**src/rtl/mcs_io_wb_bridge_pkg.sv**
```systemverilog
// Shared definitions for the MCS IO-bus to Wishbone classic bridge.
package mcs_io_wb_bridge_pkg;

  typedef enum logic [1:0] {
    ST_IDLE = 2'd0,
    ST_BUS  = 2'd1,
    ST_RESP = 2'd2
  } state_e;

  localparam logic [31:0] ERR_DATA_DEFAULT = 32'hDEAD_BEEF;
  localparam int unsigned WB_ADR_SHIFT     = 2;

  // MCS issues byte addresses; the Wishbone side is word addressed.
  function automatic logic [31:0] wb_word_addr(input logic [31:0] byte_addr);
    return byte_addr >> WB_ADR_SHIFT;
  endfunction

endpackage

```
**src/rtl/mcs_io_wb_bridge.sv**
```systemverilog
// MicroBlaze MCS IO bus to single Wishbone classic-cycle master, with a bus
// timeout so an unmapped address always completes back to the CPU.
module mcs_io_wb_bridge
  import mcs_io_wb_bridge_pkg::*;
#(
  parameter int unsigned TIMEOUT  = 255,
  parameter logic [31:0] ERR_DATA = ERR_DATA_DEFAULT
) (
  input  logic        Clk,
  input  logic        Reset,
  input  logic        IO_Addr_Strobe,
  input  logic        IO_Read_Strobe,
  input  logic        IO_Write_Strobe,
  input  logic [31:0] IO_Address,
  input  logic [3:0]  IO_Byte_Enable,
  input  logic [31:0] IO_Write_Data,
  output logic [31:0] IO_Read_Data,
  output logic        IO_Ready,
  output logic        wb_cyc_o,
  output logic        wb_stb_o,
  output logic        wb_we_o,
  output logic [31:0] wb_adr_o,
  output logic [3:0]  wb_sel_o,
  output logic [31:0] wb_dat_o,
  input  logic [31:0] wb_dat_i,
  input  logic        wb_ack_i,
  input  logic        wb_err_i,
  output logic        bus_err
);

  localparam int unsigned CNT_W = $clog2(TIMEOUT + 1);

  state_e             state_q, state_d;
  logic [CNT_W-1:0]   cnt_q, cnt_d;
  logic [31:0]        adr_q, adr_d;
  logic [3:0]         sel_q, sel_d;
  logic [31:0]        dat_q, dat_d;
  logic               we_q, we_d;
  logic               cyc_q, cyc_d;
  logic               ready_q, ready_d;
  logic [31:0]        rdata_q, rdata_d;
  logic               bus_err_q, bus_err_d;

  logic accept_c;
  logic timeout_c;

  assign accept_c  = IO_Addr_Strobe & (IO_Read_Strobe ^ IO_Write_Strobe);
  // Counter is loaded with TIMEOUT on entry; this is the cycle it reaches zero.
  assign timeout_c = (cnt_q == CNT_W'(1));

  // State register
  always_ff @(posedge Clk or posedge Reset) begin
    if (Reset) state_q <= ST_IDLE;
    else       state_q <= state_d;
  end

  // Next-state logic
  always_comb begin
    state_d = state_q;
    case (state_q)
      ST_IDLE: if (accept_c) state_d = ST_BUS;
      ST_BUS:  if (wb_err_i || wb_ack_i || timeout_c) state_d = ST_RESP;
      ST_RESP: state_d = ST_IDLE;
      default: state_d = ST_IDLE;
    endcase
  end

  // Output / datapath next values; err outranks ack, ack outranks timeout.
  always_comb begin
    cnt_d     = cnt_q;
    adr_d     = adr_q;
    sel_d     = sel_q;
    dat_d     = dat_q;
    we_d      = we_q;
    cyc_d     = cyc_q;
    ready_d   = 1'b0;
    rdata_d   = 32'd0;
    bus_err_d = bus_err_q;
    case (state_q)
      ST_IDLE: begin
        if (accept_c) begin
          adr_d = wb_word_addr(IO_Address);
          sel_d = IO_Byte_Enable;
          dat_d = IO_Write_Data;
          we_d  = IO_Write_Strobe;
          cnt_d = CNT_W'(TIMEOUT);
          cyc_d = 1'b1;
        end
      end
      ST_BUS: begin
        cnt_d = cnt_q - CNT_W'(1);
        if (wb_err_i || (!wb_ack_i && timeout_c)) begin
          cyc_d     = 1'b0;
          ready_d   = 1'b1;
          rdata_d   = ERR_DATA;
          bus_err_d = 1'b1;
        end else if (wb_ack_i) begin
          cyc_d   = 1'b0;
          ready_d = 1'b1;
          rdata_d = we_q ? 32'd0 : wb_dat_i;
        end
      end
      default: ;
    endcase
  end

  // Registered datapath and outputs
  always_ff @(posedge Clk or posedge Reset) begin
    if (Reset) begin
      cnt_q     <= '0;
      adr_q     <= 32'd0;
      sel_q     <= 4'd0;
      dat_q     <= 32'd0;
      we_q      <= 1'b0;
      cyc_q     <= 1'b0;
      ready_q   <= 1'b0;
      rdata_q   <= 32'd0;
      bus_err_q <= 1'b0;
    end else begin
      cnt_q     <= cnt_d;
      adr_q     <= adr_d;
      sel_q     <= sel_d;
      dat_q     <= dat_d;
      we_q      <= we_d;
      cyc_q     <= cyc_d;
      ready_q   <= ready_d;
      rdata_q   <= rdata_d;
      bus_err_q <= bus_err_d;
    end
  end

  assign IO_Ready     = ready_q;
  assign IO_Read_Data = rdata_q;
  assign wb_cyc_o     = cyc_q;
  assign wb_stb_o     = cyc_q;
  assign wb_we_o      = we_q;
  assign wb_adr_o     = adr_q;
  assign wb_sel_o     = sel_q;
  assign wb_dat_o     = dat_q;
  assign bus_err      = bus_err_q;

endmodule

```
**config.mk**
```make
export PLATFORM = sky130hd
export DESIGN_NAME = mcs_io_wb_bridge
export DESIGN_NICKNAME = d
export VERILOG_FILES = /design/src/rtl/mcs_io_wb_bridge_pkg.sv /design/src/rtl/mcs_io_wb_bridge.sv
export SDC_FILE = /design/constraint.sdc
export NUM_CORES = 1
export LEC_CHECK = 0
export CAP_MARGIN = 15
export CORE_ASPECT_RATIO = 0.5
export CORE_MARGIN = 1
export CORE_UTILIZATION = 44
export DETAILED_ROUTE_END_ITERATION = 16
export GPL_ROUTABILITY_DRIVEN = 0
export PLACE_DENSITY = 0.92
export RECOVER_POWER = 25
export SLEW_MARGIN = 10
export SYNTH_ARGS = -nofsm -noshare
export SYNTH_HDL_FRONTEND = slang
export SYNTH_SLANG_ARGS = --single-unit
```
**constraint.sdc**
```tcl
create_clock -name Clk -period 7.7 [get_ports Clk]
set_input_delay 1.54 -clock Clk [delete_from_list [all_inputs] [get_ports Clk]]
set_output_delay 1.54 -clock Clk [all_outputs]
set_load 0.1 [all_outputs]
```
Word level (Yosys, flattened, before mapping). Cells that the tools add are included. W data, S select, Z words.

Output and inout bits: 105. Word-level logic and storage cells: 46. Flip-flop bits (word level): 112.

Mux-type cells: 16. Bitwise gates (word level): 2. Reduce and logical (&&, ||, !) cells: 12. Add/subtract/negate cells: 1. Equality and inequality tests: 5.

Operators by type and width (number): $mux W32 (4); $pmux W8 S2 (1); $eq A8 B1 Y1 const B (1); $mux W8 (1); $reduce_and A2 Y1 (4); $sub A8 B1 Y8 const B (1); $mux W1 (6); $mux W2 (2); $ne A2 B2 Y1 const B (2); $pmux W2 S2 (1); $logic_or A1 B1 Y1 (3); $ne A3 B3 Y1 const B (1); $reduce_and A3 Y1 (1); $eq A2 B1 Y1 const B (1); $logic_not A2 Y1 (1); $pmux W1 S2 (1); $reduce_bool A2 Y1 (1); $and A1 B1 Y1 (1); $logic_and A1 B1 Y1 (1); $logic_not A1 Y1 (1); $xor A1 B1 Y1 (1).

Longest topological paths before layout.
Depth after elaboration: 5. Mapped depth: 5. Mapped depth without buffers: 5.

Worst setup path before layout. OpenSTA, ideal clock, no wires.

Path type: flip-flop to output port. From: register cyc_q, in the netlist wb_cyc_o. To: output port wb_stb_o. Stages on the path, launching flop included: 2. Path buffers: 1. Arrival time: 1.355 ns. Path slack: 4.805 ns. Path through: dfrtp_1 buf_4.

RTL lines: from (decl) (line mcs_io_wb_bridge.sv:39) `logic cyc_q, cyc_d;`; from (signal assigned) (line mcs_io_wb_bridge.sv:125) `cyc_q <= cyc_d;`; to (decl) (line mcs_io_wb_bridge.sv:20) `output logic wb_stb_o,`.

No word-level cell between the ends.

Final worst setup path.
From: input port IO_Addr_Strobe. To: register adr_q[5], in the netlist wb_adr_o[5].

Cells in the longest elaborated chain, start to end: 2.

RTL lines: from (decl) (line mcs_io_wb_bridge.sv:11) `input logic IO_Addr_Strobe,`; $and A1 B1 Y1 (line mcs_io_wb_bridge.sv:47) `assign accept_c = IO_Addr_Strobe & (IO_Read_Strobe ^ IO_Write_Strobe);`; $reduce_and A2 Y1 (no line); to (signal assigned) (line mcs_io_wb_bridge.sv:121) `adr_q <= adr_d;`; to (decl) (line mcs_io_wb_bridge.sv:35) `logic [31:0] adr_q, adr_d;`.

Every way passes these cells. A chain may end at the register's enable or synchronous reset.

==> impl_results.md <==
* Number of antenna violations at the first check in global routing at 0
* Top_reg_cell synth: dfrtp_1
* First-pass GRT wire length at 17400 um
* Global-route usage over all layers at 0.216
* Via count at 3133
* Startpoint Class: input port
* Clock sink total at 112
* Area of all sequential standard cells at 2800 um2
* Area of the die at 10700 um2
* Post-synth ARST share at 1.00
* Violations in the final reports: max-capacitance violations, max-slew violations
* Sequential cell area fraction in the yosys report at 0.619
* Final number of setup-violating endpoints at 0
* Number of vias per cell at 4.80
* R2R Path End: wb_adr_o[5]$_DFFE_PP0P_
* Grt total ovfl at 0
* Area used by multi-input combinational logic at 1580 um2
* Count of boundary I/O pins at 212
* CTS root buf: clkbuf_16
* Class of the worst hold path: flop to flop
* RSZ-0062 raised after global routing: false
* Cell variety after synth at 38
* Largest cells by area after synthesis: dfrtp_1, mux2_4, nand2_1, buf_6, mux2_1
* R2R depth at 4
* Count of port buffers added during placement at 207
* Layout cells sized above 1 at 0.158
* Kind of end point of the critical path: flop
* Routed wirelength normalized by instance count at 17.6 um
* Clock tree from TritonCTS: built
* Placed cell count at 636
* Antenna fix cells at 0
* Most repeated cell in the gate-level netlist after synthesis: dfrtp_1
* Standard cell area after detailed placement at 6670 um2
* Latest clock arrival within the worst-skew pair at 350 ps
* Clock tree skew after final layout at 10.2 ps
* Largest buffer count on any clock path at 2
* Most frequent cells after synthesis: dfrtp_1, mux2_4, nand2_1, and2_1, buf_6
* Post-Route Setup TNS at 0 ps
* Worst slack after detailed placement at 3830 ps
* Hold bufs inserted after CTS at 0
* Critical R2R Launch: state_q[1]$_DFFE_PP0P_
* Final slew viol count at 34
* Antenna Nets Post-Route at 0
* Number of placement rows at 25
* Overall die height at 73.8 um
* Number of max-cap violations at 1
* Area of the core at 9730 um2
* Power Density at 410 nW/um2
* Pin count of the biggest net entering global routing at 90
* Slew at the pin closest to its max-slew limit at 1940 ps
* Required @ worst endpoint at 7930 ps
* Syn. warnings at 0
* Critical path fanouts, max at 61
* Number of clock buffers inserted by TritonCTS at 9
* Worst setup endpoint: wb_adr_o[5]$_DFFE_PP0P_
* Net count of the finished layout at 622
* Result of the run: finished with violations
* Effective utilization at floorplan at 0.466
* CTS resizes at 0
* Crit path time final at 4300 ps
* Final setup margin at 3400 ps
* Gate count after technology mapping at 307
* Post-synth EDFFs at 0
* Non-filler cells in the finished layout at 653
* Number of remaining DRC errors at 0
* Mean post-synth cell area at 14.8 um2
* DR pass1 iterations at 6
* Detailed router's first-iteration violation count at 111
* Half-perimeter wire length after detailed placement at 8330 um
* Register bit total from synthesis at 112
* Critical path class: input port to flop
* Fmax at 233 MHz
* Top cell type's share of synthesized area at 0.619
* Total detailed-routing wirelength at 11500 um
* Number of setup buffers added after CTS at 0
* Number of fill cells in the layout at 662
* Post-route design area at 6960 um2
* Critical path data arrival time at 4530 ps
* Summed instance area of the synthesized netlist at 4530 um2
* Largest area contributor in the netlist: dfrtp_1
* Clock transition at path regs at 70 ps
* Static leakage at 3.24 nW
* Final period util at 0.559
* Maximum vdd ir drop at 0.000167 V
* Setup slack on the worst flop-to-flop path at 4650 ps
* Number of hold violations in the final report at 0
* Layout overhead on the synthesized area at 53.5%
* Worst slew margin relative to its limit at -0.292
* Start point of the critical path: IO_Addr_Strobe
* Via count of the first global-routing pass at 3233
* DIE WIDTH at 146 um
* Deepest level of the CTS H-tree at 3
-- where the power goes --
part	leakage (nW)	internal, mW	total (mW)	switching [mW]
sequential	1.36	0.726	0.810	0.0843
combinational	1.75	0.432	1.60	1.17
clock	0.139	0.225	0.445	0.220
-- routing by layer --
layer,track usage,share of wire,vias up
met5,0,0,-
met4,0.0819,0.023,0
met3,0.0547,0.030,25
met2,0.411,0.55,77
met1,0.239,0.39,1586
li1,-,-,1445
-- per-stage QoR --
stage,power [mW],hold WS (ps),util
detailed placement,2.42,463,0.686
floorplan,2.04,462,-
finish,2.85,475,0.715
global route,2.94,494,0.715
CTS,2.87,480,0.715
global placement,2.39,453,0.686
-- registers in the layout, indices dropped and copies added, names as in the netlist --
register      cells
IO_Ready          1
wb_cyc_o          1
wb_adr_o         30
IO_Read_Data     32
wb_we_o           1
bus_err           1
wb_dat_o         32
state_q           2
cnt_q             8
wb_sel_o          4
-- worst max-delay path, cell delays in order --
cell and delay [ps]:
dlygate4sd3_1 530, nor3b_1 830, nand2_1 530, buf_4 580
mux2_4 440
-- placed cells by master, fill, tap and decap left out, types with 2 or more instances in the layout --
cell type and n:
clkbuf_1 2, ha_1 2, dfrtp_1 112, nor3b_1 2, a21oi_1 6, o21ai_0 2, mux2_1 6, inv_1 3
clkdlybuf4s50_1 204, mux2_4 60, dlygate4sd3_1 3, conb_1 2, nand2_1 51, and2_0 2, nor2_1 6, a31oi_1 2
nor4b_1 2, a221oi_1 2, clkbuf_16 9, nor2b_1 2, clkinv_4 2, nand2b_1 2, mux2i_1 4, inv_6 2
and2_1 8, nor3_1 2
-- how the worst min path moves through the flow --
stage                         startpoint                   end  slack, ps  cells past startpoint
finish               bus_err$_DFFE_PP0P_   bus_err$_DFFE_PP0P_        470                      1
CTS                  bus_err$_DFFE_PP0P_   bus_err$_DFFE_PP0P_        480                      1
floorplan           cnt_q[7]$_DFFE_PP0P_  cnt_q[7]$_DFFE_PP0P_        460                      1
global placement     bus_err$_DFFE_PP0P_   bus_err$_DFFE_PP0P_        450                      1
global route         bus_err$_DFFE_PP0P_   bus_err$_DFFE_PP0P_        490                      1
detailed placement   bus_err$_DFFE_PP0P_   bus_err$_DFFE_PP0P_        460                      1
-- cell type report --
type / count / share of cell area
clock buffers: 10 / 0.0329
well taps: 135 / 0.0243
flip-flops and latches: 112 / 0.403
repair buffers: 210 / 0.303
inverters: 4 / 0.00234
clock inverters: 6 / 0.00737
multi-input cells: 176 / 0.227
-- cell families after synthesis --
family | after synthesis | synth area share
xor gates and xnor gates | 1 | 0.00359
DFF | 112 | 0.619
AOI/OAI and AO/OA | 17 | 0.0246
muxes | 70 | 0.223
buffers and inverters | 20 | 0.0315
and+or+nand+nor | 84 | 0.0928
adders and majority gates | 2 | 0.00552
other | 1 | 0.000828
Power figures use the tool's default switching activity.
